## config.mk

```make
export PLATFORM = sky130hd
export DESIGN_NAME = cdb_rs_bank
export DESIGN_NICKNAME = d
export VERILOG_FILES = /design/src/rtl/cdb_rs_bank.sv
export SDC_FILE = /design/constraint.sdc
export NUM_CORES = 1
export LEC_CHECK = 0
export CORE_MARGIN = 2
export CORE_UTILIZATION = 45
export DETAILED_ROUTE_END_ITERATION = 8
export GPL_ROUTABILITY_DRIVEN = 0
export GPL_TIMING_DRIVEN = 0
export PLACE_DENSITY = 0.72
export SYNTH_ARGS = -nofsm -noshare
export SYNTH_HDL_FRONTEND = slang
export SYNTH_SLANG_ARGS = --single-unit
```

## constraint.sdc

```tcl
create_clock -name clk -period 4 [get_ports clk]
set_clock_uncertainty 0.15 [all_clocks]
set_input_delay 1.2 -clock clk [delete_from_list [all_inputs] [get_ports clk]]
set_output_delay 1.2 -clock clk [all_outputs]
set_load 0.02 [all_outputs]
```

## src/rtl/cdb_rs_bank.sv

```systemverilog
// cdb_rs_bank: reservation-station bank that captures operands from the CDB and dispatches the lowest-index READY entry.
module cdb_rs_bank #(
  parameter int NUM_ENTRY  = 3,
  parameter int TAG_BASE   = 1,
  parameter int TAG_WIDTH  = 4,
  parameter int DATA_WIDTH = 32
) (
  input  logic                  clk,
  input  logic                  reset,
  input  logic                  issue_valid,
  output logic                  issue_ready,
  input  logic                  issue_op,
  input  logic [DATA_WIDTH-1:0] issue_Vj,
  input  logic [DATA_WIDTH-1:0] issue_Vk,
  input  logic [TAG_WIDTH-1:0]  issue_Qj,
  input  logic [TAG_WIDTH-1:0]  issue_Qk,
  output logic [TAG_WIDTH-1:0]  issue_tag,
  input  logic                  cdb_valid,
  input  logic [TAG_WIDTH-1:0]  cdb_tag,
  input  logic [DATA_WIDTH-1:0] cdb_data,
  output logic                  disp_valid,
  input  logic                  disp_ready,
  output logic                  disp_op,
  output logic [DATA_WIDTH-1:0] disp_SrcA,
  output logic [DATA_WIDTH-1:0] disp_SrcB,
  output logic [TAG_WIDTH-1:0]  disp_tag,
  output logic [NUM_ENTRY-1:0]  busy
);
  localparam int IW = NUM_ENTRY > 1 ? $clog2(NUM_ENTRY) : 1;
  typedef enum logic [1:0] {S_FREE, S_WAIT, S_READY, S_EXEC} st_e;
  logic [NUM_ENTRY-1:0] rdy_w, op_w;
  logic [NUM_ENTRY-1:0][DATA_WIDTH-1:0] vj_w, vk_w;
  logic [IW-1:0] free_idx, rdy_idx;
  logic any_free, any_rdy, issue_fire, disp_fire, cdb_hit;
  assign cdb_hit    = cdb_valid && cdb_tag != '0;
  assign issue_fire = issue_valid && any_free;
  assign disp_fire  = any_rdy && disp_ready;
  for (genvar e = 0; e < NUM_ENTRY; e++) begin : g_ent
    st_e st_q, st_d;
    logic op_q, op_d, load, waitg, fwd_j, fwd_k;
    logic [DATA_WIDTH-1:0] vj_q, vj_d, vk_q, vk_d;
    logic [TAG_WIDTH-1:0] qj_q, qj_d, qk_q, qk_d, qsel_j, qsel_k;
    // A freshly issued entry sees the same CDB snoop as a waiting one, so a same-cycle producer is not missed.
    always_comb begin
      load   = st_q == S_FREE && issue_fire && free_idx == IW'(e);
      waitg  = st_q == S_WAIT;
      qsel_j = load ? issue_Qj : qj_q;
      qsel_k = load ? issue_Qk : qk_q;
      fwd_j  = (load || waitg) && cdb_hit && qsel_j == cdb_tag;
      fwd_k  = (load || waitg) && cdb_hit && qsel_k == cdb_tag;
      vj_d   = fwd_j ? cdb_data : load ? issue_Vj : vj_q;
      vk_d   = fwd_k ? cdb_data : load ? issue_Vk : vk_q;
      qj_d   = fwd_j ? '0 : qsel_j;
      qk_d   = fwd_k ? '0 : qsel_k;
      op_d   = load ? issue_op : op_q;
      st_d   = (load || waitg) ? ((qj_d == '0 && qk_d == '0) ? S_READY : S_WAIT)
             : (st_q == S_READY && disp_fire && rdy_idx == IW'(e)) ? S_EXEC
             : (st_q == S_EXEC && cdb_hit && cdb_tag == TAG_WIDTH'(TAG_BASE + e)) ? S_FREE
             : st_q;
    end
    always_ff @(posedge clk or negedge reset) begin
      if (!reset) begin
        st_q <= S_FREE;
        op_q <= 1'b0;
        vj_q <= '0;
        vk_q <= '0;
        qj_q <= '0;
        qk_q <= '0;
      end else begin
        st_q <= st_d;
        op_q <= op_d;
        vj_q <= vj_d;
        vk_q <= vk_d;
        qj_q <= qj_d;
        qk_q <= qk_d;
      end
    end
    assign busy[e]  = st_q != S_FREE;
    assign rdy_w[e] = st_q == S_READY;
    assign op_w[e]  = op_q;
    assign vj_w[e]  = vj_q;
    assign vk_w[e]  = vk_q;
  end
  always_comb begin
    any_free = 1'b0;
    any_rdy  = 1'b0;
    free_idx = '0;
    rdy_idx  = '0;
    for (int i = NUM_ENTRY - 1; i >= 0; i--) begin
      if (!busy[i]) begin
        any_free = 1'b1;
        free_idx = IW'(i);
      end
      if (rdy_w[i]) begin
        any_rdy = 1'b1;
        rdy_idx = IW'(i);
      end
    end
  end
  assign issue_ready = any_free;
  assign issue_tag   = any_free ? TAG_WIDTH'(TAG_BASE) + TAG_WIDTH'(free_idx) : '0;
  assign disp_valid  = any_rdy;
  assign disp_op     = any_rdy && op_w[rdy_idx];
  assign disp_SrcA   = any_rdy ? vj_w[rdy_idx] : '0;
  assign disp_SrcB   = any_rdy ? vk_w[rdy_idx] : '0;
  assign disp_tag    = any_rdy ? TAG_WIDTH'(TAG_BASE) + TAG_WIDTH'(rdy_idx) : '0;
endmodule

```

== After elaboration in Yosys (flattened, before gate mapping) ==
Index checks and enable logic that the tools add are counted.

* Bits in registers: 225
* Word-level logic and storage cells: 162

* $add $sub $neg: 2
* Eq/ne operators: 22
* Mux-type cells: 58
* Magnitude comparators: 1
* Reductions and logical operators: 61

{| class="wikitable"
|+ Operators with widths
! cell !! number
|-
| 32-bit two-way mux || 16
|-
| 32-bit binary-select mux with 2-bit select || 2
|-
| 4-bit two-way mux || 12
|-
| 2-bit two-way mux || 18
|-
| 1-bit logical AND || 34
|-
| 4-bit equality test || 6
|-
| 4-bit zero test || 6
|-
| 2-bit nonzero test || 9
|-
| 2-bit equality test (second input constant) || 8
|-
| 2-bit by 1-bit equality test with 1-bit output (second input constant) || 5
|-
| 2-bit zero test || 5
|-
| 3-bit nonzero test || 3
|-
| 4-bit by 2-bit equality test with 1-bit output (second input constant) || 2
|-
| 1-bit two-way mux || 7
|-
| 1-bit by 2-bit adder with 3-bit output (first input constant) || 2
|-
| 3-bit two-way mux || 2
|-
| 4-bit by 1-bit equality test with 1-bit output (second input constant) || 1
|-
| 4-bit nonzero test || 1
|-
| 1-bit logical OR || 3
|-
| 2-bit by 3-bit < comparator with 1-bit output (second input constant) || 1
|-
| 1-bit binary-select mux with 2-bit select || 1
|}

== Longest topological paths before layout ==
Gate-level depths: netlist of the first run.

* Depth after elaboration: 15
* Gate-level depth with buffers: 11

== Worst setup path after synthesis of the first run ==
OpenSTA, ideal clock, no wires.

* Path kind: reg-to-output
* Start point: reg g_ent[0].st_q[1]
* End point: out disp_SrcA[10]
* Arrival: 2330 ps
* Cell stages (with the launch flop): 8
* Required time: 2650 ps
* Path buffers: 3
* Setup slack: 320 ps
* Cells stage by stage: dfrtp_1 -> buf_6 -> nor2b_1 -> nor2_1 -> buf_1 -> buf_1 -> mux2i_1 -> o21ai_0

* Cells in the longest elaborated chain, start to end: 5

{| class="wikitable"
|+ RTL lines
! element !! line !! text
|-
| from (decl) || 39 || <nowiki>st_e st_q, st_d;</nowiki>
|-
| from (signal assigned) || 70 || <nowiki>st_q <= st_d;</nowiki>
|-
| 2-bit equality test (*) || 79 || <nowiki>assign rdy_w[e] = st_q == S_READY;</nowiki>
|-
| 2-bit two-way mux || 94 || <nowiki>if (rdy_w[i]) begin</nowiki>
|-
| 32-bit binary-select mux with 2-bit select || 104 || <nowiki>assign disp_SrcA = any_rdy ? vj_w[rdy_idx] : '0;</nowiki>
|-
| 32-bit two-way mux (implied by the code) || 104 ||
|-
| 32-bit two-way mux (*) || 104 ||
|-
| to (decl) || 24 || <nowiki>output logic [DATA_WIDTH-1:0] disp_SrcA,</nowiki>
|}

Every way passes the cells marked *; elsewhere a longest branch is shown, timed or not. The select of a mux whose other input is x is not followed.

== Final worst setup path of the first run ==
* Start point: reg g_ent[0].st_q[0]
* End point: out disp_SrcB[13]

* Cells in the longest elaborated chain, start to end: 5

{| class="wikitable"
|+ RTL lines
! element !! line !! text
|-
| 2-bit equality test (*) || 79 ||
|-
| 2-bit two-way mux || 94 ||
|-
| 32-bit binary-select mux with 2-bit select || 105 || <nowiki>assign disp_SrcB = any_rdy ? vk_w[rdy_idx] : '0;</nowiki>
|-
| 32-bit two-way mux (implied by the code) || 105 ||
|-
| 32-bit two-way mux (*) || 105 ||
|-
| to (decl) || 25 || <nowiki>output logic [DATA_WIDTH-1:0] disp_SrcB,</nowiki>
|}

Marked as above.

==> reports/results.ini, run 1 <==
[final_layout]
area_growth_pct=25.9
nets=1608
antenna_cells=0
drive_gt1_share_pct=21.4
most-common-layout-cells=dfrtp_1, mux2_2, mux2i_1
layout_commonest_cell=dfrtp_1
fillCellCount=2492

[floorplan]
io_pins=192
die_area_sq_mm=0.0307
placementRows=62
initial_core_util_pct=45.9
core_sq_mm=0.0288
die_h_um=175
die_w_um=175

[power]
clockPowerShare_pct=20.6
power_switching_w=0.00437
seqPwrFrac_pct=34.2
peakVddDrop_mv=0.348
finalPower_w=0.0115
combPwrFrac_pct=45.3
power.density_mw_per_mm2=692
p_int_w=0.00714
p_leak_nw=7.09
swShare_pct=37.9

[global_routing]
grt.met2_usage_pct=44.3
grt.busiest_layer=met2
grt_use_met1_pct=36.7
grt_util_all_layers_pct=27.3
grt_start_max_net_pins=113
grt_overflow=0
grt_pass1_vias=11300
gr-usage-met3_pct=4.50
antenna_found_initial=2
grt_first_pass_wirelength_mm=65.2

[cts]
clk_path_buf_depth=3
clock_sinks=225
cts_tree=yes
insertion_delay_ns=0.53
root_buffer=clkbuf_16
cts_buffers=26
clk_pin_slew_ns=0.06
hold_buffers=0
htreeDepth=1

[drt]
avgViaCountPerCell=5.95
dr.pass1.iters=5
drc=0
vias=11300
ant_nets=0
drt_iter0_markers=977
wl_per_cell_um=22.5
drt-total-wl_mm=42.6

[logic_synthesis]
yosys-top-cells-area=dfrtp_1, mux2_2, mux2i_1, nand3_1, mux2_1
ys_ff_latch=225
yosys_warnings=0
synth_xor_area_share_pct=1.19
synth_edf_count=0
yosys.cell_types.count=58
yosys.area_share.simple_pct=11.8
synthArstFlopShare_pct=100
syn_area_sq_mm=0.0132
synthFlopType=dfrtp_1
synth.avg_cell_area_sq_um=10.4
synth_top_family_by_area=multiplexers
synth_cells=1265
ys_seq_area_share_pct=42.6
synth_top_area_share_pct=42.6
synthMuxAreaShare_pct=31.5
yosys.area.top_type=dfrtp_1
synth_compound_area_share_pct=8.58
yosys.area_share.adder_pct=0.379

[worst_hold_path]
hold_path.class=reg2reg
min_from=g_ent[1].op_q

[timing]
setup_viol=0
worst_pin_slew_ns=0.939
slew_violations=0
postLayoutSetupSlackWorst_ns=0.0163
max_freq_mhz=251
finalHoldViolCount=0
period_share_pct=99.6
slew_headroom_pct=36.9
layout_min_cycle_time_ns=3.98

[worst_setup_path]
crit_arrival_ns=2.63
worstRegToRegCells=8
path_delay_family=buffers and inverters
r2r-end=g_ent[1].vj_q[15]
slowest_delay_ns=0.40
worst-path-buf-inv=4
cp_slowest_cell=o21ai_0
crit_cells=7
rr_startpoint=g_ent[1].st_q[1]
crit_required_ns=2.65
path_class=reg2out
worstSetupStartpoint=g_ent[0].st_q[0]
rrSetupSlack_ns=0.54
path_cells=buf_2 -> nor2b_2 -> nor2_4 -> buf_4 -> clkbuf_2 -> o21ai_0 -> dlygate4sd2_1
endpoint_kind=output pin
cp-endpoint=disp_SrcB[13]
setup.worst_path.start_class=flop
cp_max_fo=10

[placed_design]
dp_hpwl_mm=29.9
preCtsSetupSlack_ns=-0.859
portBuffers=187

[job]
cap_violations=0

[status]
status=completed

worst register-to-register path: cells and delay by family (launching register included):
family / cells / cell delay [ns]
buf+inv: 4 / 1.63
flops: 1 / 0.45
mux: 1 / 0.32
simple gates: 2 / 0.70
compound gates: 1 / 0.09
metrics by stage:
step	setup TNS (ns)	hold slack, ns	util (%)	cells	instance area, sq um
finish	0	0.353	57.8	1892	16600
global route	-0.000546	0.378	57.8	1892	16600
CTS	-0.274	0.346	57.4	1886	16500
detailed placement	-140.92	0.328	54.3	1840	15600
global placement	-1985.42	0.311	54.1	1838	15600
floorplan	0	0.295	-	1267	13200
synthesized netlist by cell type, types with 5 or more instances:
library cell and instances:
nand2_1 124, nor2_1 22, clkbuf_1 48, nor2b_1 9
buf_6 5, mux2_4 26, or4_1 5, buf_1 16
buf_4 5, and2_1 6, a21oi_1 19, buf_2 27
o21ai_1 56, a31oi_1 6, o31ai_1 5, mux2i_1 149
mux2_1 47, nand3_1 138, inv_1 10, mux2_2 155
o21ai_0 82, dfrtp_1 225, nor4_1 7, xnor2_1 14
routing by layer:
layer	routed length, um	vias up	part of all wire, %
met3	3420	132	8.0
met1	17800	5567	42
met5	26	-	0.061
met2	19500	567	46
li1	-	4996	-
met4	1880	4	4.4
what timing repair did:
item                       in CTS  in global routing
setup endpoints to repair     128                186
gates resized for setup       140                 32
buffers inserted                0                  7
pin swaps                       1                  4
gates cloned                    0                  0
worst min path at each step:
stage	slack, ns	to	depth (start not counted)
after global placement	0.31	g_ent[1].op_q	2
after global routing	0.38	g_ent[1].op_q	2
final	0.35	g_ent[1].op_q	2
after floorplan	0.30	g_ent[1].op_q	2
after detailed placement	0.33	g_ent[1].op_q	2
after CTS	0.35	g_ent[1].op_q	2
layout make-up:
| type | instances | area (sq um) | area share [%] |
|---|---|---|---|
| buffer | 100 | 587 | 3.53 |
| clock buffer | 40 | 785 | 4.72 |
| inverter | 12 | 45.0 | 0.271 |
| clock inverter | 6 | 57.6 | 0.346 |
| tap | 384 | 480 | 2.89 |
| multi-input combinational | 929 | 7130 | 42.9 |
| sequential | 225 | 5630 | 33.9 |
| timing repair buffer | 196 | 1910 | 11.5 |
power by group through the flow:
stage | registers [W] | logic (W) | clock network (W)
after global placement | 0.00390 | 0.00508 | 0
after global routing | 0.00405 | 0.00562 | 0.00246
after floorplan | 0.00378 | 0.00350 | 0
after detailed placement | 0.00394 | 0.00523 | 0
final | 0.00393 | 0.00521 | 0.00237
after CTS | 0.00391 | 0.00511 | 0.00237
registers in the layout, summed over array words and instances (netlist names):
| name | count |
|---|---|
| g_ent.op_q | 3 |
| g_ent.vk_q | 96 |
| g_ent.qk_q | 12 |
| g_ent.st_q | 6 |
| g_ent.qj_q | 12 |
| g_ent.vj_q | 96 |
cells by family after synthesis:
logic type / Yosys count
multiplexers: 377
AND/OR/NAND/NOR: 332
flip-flops: 225
AO/OA/AOI/OAI: 195
buffers and inverters: 113
XOR/XNOR: 18
adder cells (fa/ha/maj): 4
other: 1
(Power assumes the default switching activity.)
==> inputs of run 2 (changes only) <==
- CAP_MARGIN: default -> 20
- CORE_UTILIZATION: 45 -> 50
- CTS_CLUSTER_DIAMETER: default -> 80
- PLACE_DENSITY: 0.72 -> 0.78
==> run 2 against run 1 <==
Count of clock-buffer cells in the layout down 3. Worst setup slack improved by 0.052 ns. Cell count decreased by 2.9%. Register-to-register slack improved by 0.08 ns. Largest cell class unchanged.
==> reports/results.ini, run 2 (same netlist as run 1, synthesis figures left out) <==
[status]
status=completed  ; unchanged

[cts]
htreeDepth=1  ; unchanged
clk_pin_slew_ns=0.07  ; was 0.06 ns
clk_path_buf_depth=3  ; unchanged
cts_buffers=24  ; was 26
hold_buffers=0  ; unchanged
root_buffer=clkbuf_16  ; unchanged
clock_sinks=225  ; unchanged
insertion_delay_ns=0.53  ; about the same
cts_tree=yes  ; unchanged

[drt]
vias=11300  ; about the same
avgViaCountPerCell=6.16  ; was 5.95
dr.pass1.iters=5  ; unchanged
drt-total-wl_mm=42.1  ; was 42.6 mm
drt_iter0_markers=927  ; was 977
drc=0  ; unchanged
ant_nets=0  ; unchanged
wl_per_cell_um=22.9  ; was 22.5 um

[power]
finalPower_w=0.0115  ; about the same
power.density_mw_per_mm2=699  ; was 692 mW/mm^2
p_leak_nw=7.11  ; was 7.09 nW
peakVddDrop_mv=0.416  ; was 0.348 mV

[worst_setup_path]
rrSetupSlack_ns=0.62  ; was 0.54 ns
setup.worst_path.start_class=flop  ; unchanged
rr_startpoint=g_ent[2].st_q[0]  ; was g_ent[1].st_q[1]
crit_arrival_ns=2.58  ; was 2.63 ns
endpoint_kind=output pin  ; unchanged
cp_max_fo=10  ; unchanged
path_class=reg2out  ; unchanged
crit_required_ns=2.65  ; about the same
r2r-end=g_ent[2].vk_q[22]  ; was g_ent[1].vj_q[15]
worstRegToRegCells=10  ; was 8

[worst_hold_path]
hold_path.class=reg2reg  ; unchanged
hold_depth=2  ; unchanged
min_from=g_ent[1].op_q  ; unchanged
min_to=g_ent[1].op_q  ; unchanged

[floorplan]
die_h_um=167  ; was 175 um
core_sq_mm=0.0260  ; was 0.0288 sq mm
placementRows=59  ; was 62
die_w_um=167  ; was 175 um
die_area_sq_mm=0.0277  ; was 0.0307 sq mm
io_pins=192  ; unchanged
initial_core_util_pct=50.8  ; was 45.9%

[global_routing]
grt_start_max_net_pins=118  ; was 113
grt_first_pass_wirelength_mm=64.4  ; was 65.2 mm
grt_overflow=0  ; unchanged
grt_util_all_layers_pct=29.6  ; was 27.3%
grt_pass1_vias=11400  ; was 11300
antenna_found_initial=1  ; was 2

[timing]
period_share_pct=98.3  ; was 99.6%
worst_pin_slew_ns=0.912  ; was 0.939 ns
layout_min_cycle_time_ns=3.93  ; was 3.98 ns
max_freq_mhz=254  ; was 251 MHz
setup_viol=0  ; unchanged
slew_violations=0  ; unchanged
finalHoldViolCount=0  ; unchanged
holdWs_ns=0.330  ; was 0.353 ns
slew_headroom_pct=39.2  ; was 36.9%

[placed_design]
placed_area_sq_mm=0.0155  ; was 0.0156 sq mm
dp.cells=1790  ; was 1840
dp_hpwl_mm=29.2  ; was 29.9 mm
portBuffers=187  ; unchanged

[final_layout]
most-common-layout-cells=dfrtp_1, mux2_2, mux2i_1  ; unchanged
reg_top3=g_ent.vj_q x96, g_ent.vk_q x96  ; unchanged
area_growth_pct=25.1  ; was 25.9%
final_cells=1838  ; was 1892
layout_commonest_cell=dfrtp_1  ; unchanged
drive_gt1_share_pct=21.0  ; was 21.4%
nets=1603  ; was 1608
final_area_sq_mm=0.0165  ; was 0.0166 sq mm
final_core_util_pct=63.6  ; was 57.8%

[job]
cap_violations=0  ; unchanged

==> run 2: cell count changes in the layout (fill, tap and decap cells not counted), sizes merged, moves of 2 or more <==
| cell | change |
|---|---|
| dlygate4sd2 | -3 |
| bufinv | +2 |
| dlymetal6s2s | +4 |
| buf | -5 |
==> run 2: layout make-up <==
type / count / area, sq um
buffer: 100 / 599
inverter: 12 / 45.0
clock buffer: 37 / 711
timing repair buffer: 193 / 1880
fill: 2134 / 9470
clock inverter: 6 / 105
multi-input combinational: 929 / 7130
tap: 335 / 419
antenna: 1 / 2.50
sequential: 225 / 5630
==> run 2: repair_timing <==
action | 4_1_cts | 5_1_grt
gates resized for setup | 152 | 26
hold endpoints to repair | 0 | 0
pin swaps | 1 | 2
endpoints found under the setup margin | 128 | 161
buffers inserted | 1 | 4
==> run 2: where the power goes <==
part	internal (W)	leakage [nW]	switching (W)	total, W
clock	0.00141	0.400	0.000947	0.00236
sequential	0.00335	2.80	0.000591	0.00394
combinational	0.00240	3.91	0.00285	0.00525
total	0.00715	7.11	0.00439	0.0115
==> run 2: worst max-delay path by stage <==
stage / from / end / slack (ns)
finish: g_ent[1].st_q[1] / disp_tag[1] / 0.07
global placement: reset / g_ent[0].vj_q[6] / -8.15
detailed placement: g_ent[0].st_q[1] / disp_tag[1] / -0.87
CTS: g_ent[0].st_q[1] / disp_SrcA[0] / -0.11
floorplan: g_ent[0].st_q[1] / disp_SrcA[10] / 0.32
global route: issue_valid / g_ent[1].vj_q[15] / -0.03
==> run 2: worst max-delay path: stages (launching register included) <==
cell	delay [ns]
dfrtp_1	0.45
nor2b_1	0.19
nor2_2	0.16
clkbuf_8	0.21
buf_6	0.17
nand2_2	0.12
ha_1	0.30
and2_1	0.13
dlygate4sd2_1	0.31
==> run 2: layer usage <==
metal  part of all wire (%)  vias up  wire (um)  global-route usage [%]
met5                      0        -          0                       0
met4                    4.3        0       1820                    12.2
met3                    8.3      113       3500                    5.56
met2                     47      563      19800                    47.8
met1                     40     5656      17100                    39.3
li1                       -     4990          -                       -
==> run 2: through the flow <==
step	worst slack (ns)	setup TNS, ns
floorplan	0.320	0
global placement	-8.15	-1958.59
detailed placement	-0.869	-132.54
CTS	-0.106	-0.185
global route	-0.0307	-0.425
finish	0.0682	0
==> inputs of run 3 (changes only) <==
- PLACE_DENSITY: 0.78 -> 0.81
- clock period: 4 -> 3.5 ns (I/O delays scaled with it)
==> run 3 against run 2 <==
Utilization rose by 0.66 points. Cell count up 1.2%. Wire length up 2.3%. Worst setup slack lost 0.15 ns. The run now ends with negative setup slack left. Largest cell class unchanged. Sequential cell count is the same. Critical path type unchanged. Combinational power up 19%. Power grew 16%.
==> reports/results.ini, run 3 (same netlist as run 1, synthesis figures left out) <==
[floorplan]
io_pins=192  ; unchanged
die_w_um=167  ; unchanged
initial_core_util_pct=50.8  ; unchanged
core_sq_mm=0.0260  ; unchanged
placementRows=59  ; unchanged
die_area_sq_mm=0.0277  ; unchanged
die_h_um=167  ; unchanged

[final_layout]
layout_commonest_cell=dfrtp_1  ; unchanged
final_area_sq_mm=0.0167  ; was 0.0165 sq mm
drive_gt1_share_pct=27.9  ; was 21.0%
reg_top3=g_ent.vj_q x96, g_ent.vk_q x96  ; unchanged
most-common-layout-cells=dfrtp_1, mux2_2, mux2i_1  ; unchanged
nets=1624  ; was 1603
fillCellCount=2024  ; was 2134
area_growth_pct=26.4  ; was 25.1%

[global_routing]
grt_first_pass_wirelength_mm=65.3  ; was 64.4 mm
grt_pass1_vias=11600  ; was 11400
grt_util_all_layers_pct=29.7  ; was 29.6%
antenna_found_initial=1  ; unchanged
grt_start_max_net_pins=121  ; was 118
grt_overflow=0  ; unchanged

[cts]
htreeDepth=1  ; unchanged
clk_pin_slew_ns=0.06  ; was 0.07 ns
cts_buffers=24  ; unchanged
hold_buffers=0  ; unchanged
cts_tree=yes  ; unchanged
clk_path_buf_depth=3  ; unchanged
insertion_delay_ns=0.52  ; was 0.53 ns
clock_sinks=225  ; unchanged
root_buffer=clkbuf_16  ; unchanged

[placed_design]
placed_area_sq_mm=0.0155  ; about the same
dp_hpwl_mm=29.1  ; was 29.2 mm
portBuffers=187  ; unchanged

[worst_hold_path]
hold_depth=2  ; unchanged
min_from=g_ent[1].op_q  ; unchanged
hold_path.class=reg2reg  ; unchanged

[timing]
slew_headroom_pct=31.3  ; was 39.2%
period_share_pct=102
layout_min_cycle_time_ns=3.58
finalHoldViolCount=0  ; unchanged
max_freq_mhz=279
postLayoutSetupSlackWorst_ns=-0.0816  ; was 0.0682 ns
slew_violations=0  ; unchanged
worst_pin_slew_ns=1.02  ; was 0.912 ns
setup_tns_ns=-0.261  ; was 0 ns
rsz0062_at_grt=yes
setup_viol=5  ; was 0

[power]
seqPwrFrac_pct=33.7  ; was 34.1%
p_int_w=0.00826  ; was 0.00715 W
combPwrFrac_pct=46.5  ; was 45.5%
peakVddDrop_mv=0.373  ; was 0.416 mV
swShare_pct=38.4  ; was 38.0%
power.density_mw_per_mm2=804  ; was 699 mW/mm^2
clockPowerShare_pct=19.7  ; was 20.4%
power_switching_w=0.00515  ; was 0.00439 W
p_leak_nw=7.09  ; was 7.11 nW

[worst_setup_path]
path_cells=buf_6 -> nor2b_4 -> nor2_4 -> buf_4 -> clkbuf_2 -> o21ai_1 -> dlygate4sd2_1  ; was nor2b_1 -> nor2_2 -> clkbuf_8 -> buf_6 -> nand2_2 -> ha_1 -> and2_1 -> dlygate4sd2_1
worstSetupStartpoint=g_ent[0].st_q[0]  ; was g_ent[1].st_q[1]
endpoint_kind=output pin  ; unchanged
rr_startpoint=g_ent[0].st_q[1]  ; was g_ent[2].st_q[0]
cp_max_fo=10  ; unchanged
slowest_delay_ns=0.38  ; was 0.45 ns
rrSetupSlack_ns=0.09  ; was 0.62 ns
worstRegToRegCells=11  ; was 10
crit_arrival_ns=2.38  ; was 2.58 ns
path_class=reg2out  ; unchanged
crit_required_ns=2.30  ; was 2.65 ns
setup.worst_path.start_class=flop  ; unchanged
cp_slowest_cell=dfrtp_1  ; unchanged

[drt]
drt_iter0_markers=1154  ; was 927
dr.pass1.iters=5  ; unchanged
avgViaCountPerCell=6.21  ; was 6.16
drt-total-wl_mm=43.1  ; was 42.1 mm
vias=11600  ; was 11300
wl_per_cell_um=23.2  ; was 22.9 um
drc=0  ; unchanged
ant_nets=0  ; unchanged

[status]
violations=negative setup slack
status=finished, violations left  ; was completed

[job]
cap_violations=0  ; unchanged

==> run 3: changes by cell type in the layout (fill, tap and decap cells not counted), sizes merged <==
| cell | delta |
|---|---|
| clkdlybuf4s15 | +7 |
| clkbuf | +22 |
| dlygate4sd2 | -60 |
| dlymetal6s2s | -3 |
| bufinv | -1 |
| clkdlybuf4s50 | -3 |
| buf | +60 |
==> run 3: power by group through the flow <==
stage | Combinational [W] | Clock (W) | Sequential, W
after detailed placement | 0.00597 | 0 | 0.00450
after global placement | 0.00577 | 0 | 0.00444
after floorplan | 0.00401 | 0 | 0.00432
final | 0.00624 | 0.00265 | 0.00453
after CTS | 0.00605 | 0.00267 | 0.00447
after global routing | 0.00667 | 0.00278 | 0.00465
==> run 3: cell type report <==
type	instances	area, sq um	area share [%]
multi-input cells	929	7230	43.3
plain buffers	100	673	4.03
clock buffers	39	748	4.48
well taps	335	419	2.51
diodes	1	2.50	0.0150
flip-flops and latches	225	5630	33.7
clock inverters	5	75.1	0.450
repair buffers	214	1860	11.2
inverters	12	45.0	0.270
==> run 3: worst paths after layout <==
| kind | endpoint |
|---|---|
| setup / recovery | disp_SrcB[30] |
| hold / removal | g_ent[1].op_q |
| max in group asynchronous | g_ent[2].st_q[0] |
| setup reg to reg | g_ent[1].vj_q[8] |
| hold reg to reg | g_ent[1].op_q |
| min in group asynchronous | g_ent[0].vj_q[29] |
==> run 3: critical path: cells and delay by family (launching register included) <==
family                 cells  cell delay (ns)
AND/OR/NAND/NOR            2             0.24
buffers and inverters      4             0.93
flip-flops                 1             0.38
AO/OA/AOI/OAI              1             0.30
==> run 3: timing repair <==
action	CTS	global route
setup endpoints to repair	266	153
cloned	0	2
pin swaps	4	3
resized for setup	333	129
buffers inserted	19	5
==> run 3: stage by stage <==
stage                     cells  total power [W]  hold slack (ns)  util [%]  worst slack, ns
after floorplan            1267          0.00833            0.295         -            0.152
after global placement     1789           0.0102            0.310      59.7            -8.41
after detailed placement   1790           0.0105            0.317      59.8            -1.27
after CTS                  1853           0.0132            0.333      64.1           -0.163
after global routing       1860           0.0141            0.368      64.2           -0.126
final                      1860           0.0134            0.357      64.2          -0.0816
==> run 3: per-layer routing <==
| layer | wire [um] | track usage, % | vias up |
|---|---|---|---|
| met2 | 20300 | 48.7 | 660 |
| li1 | - | - | 5050 |
| met3 | 4000 | 5.35 | 130 |
| met1 | 17000 | 39.2 | 5715 |
| met5 | 0 | 0 | - |
| met4 | 1810 | 12.1 | 0 |
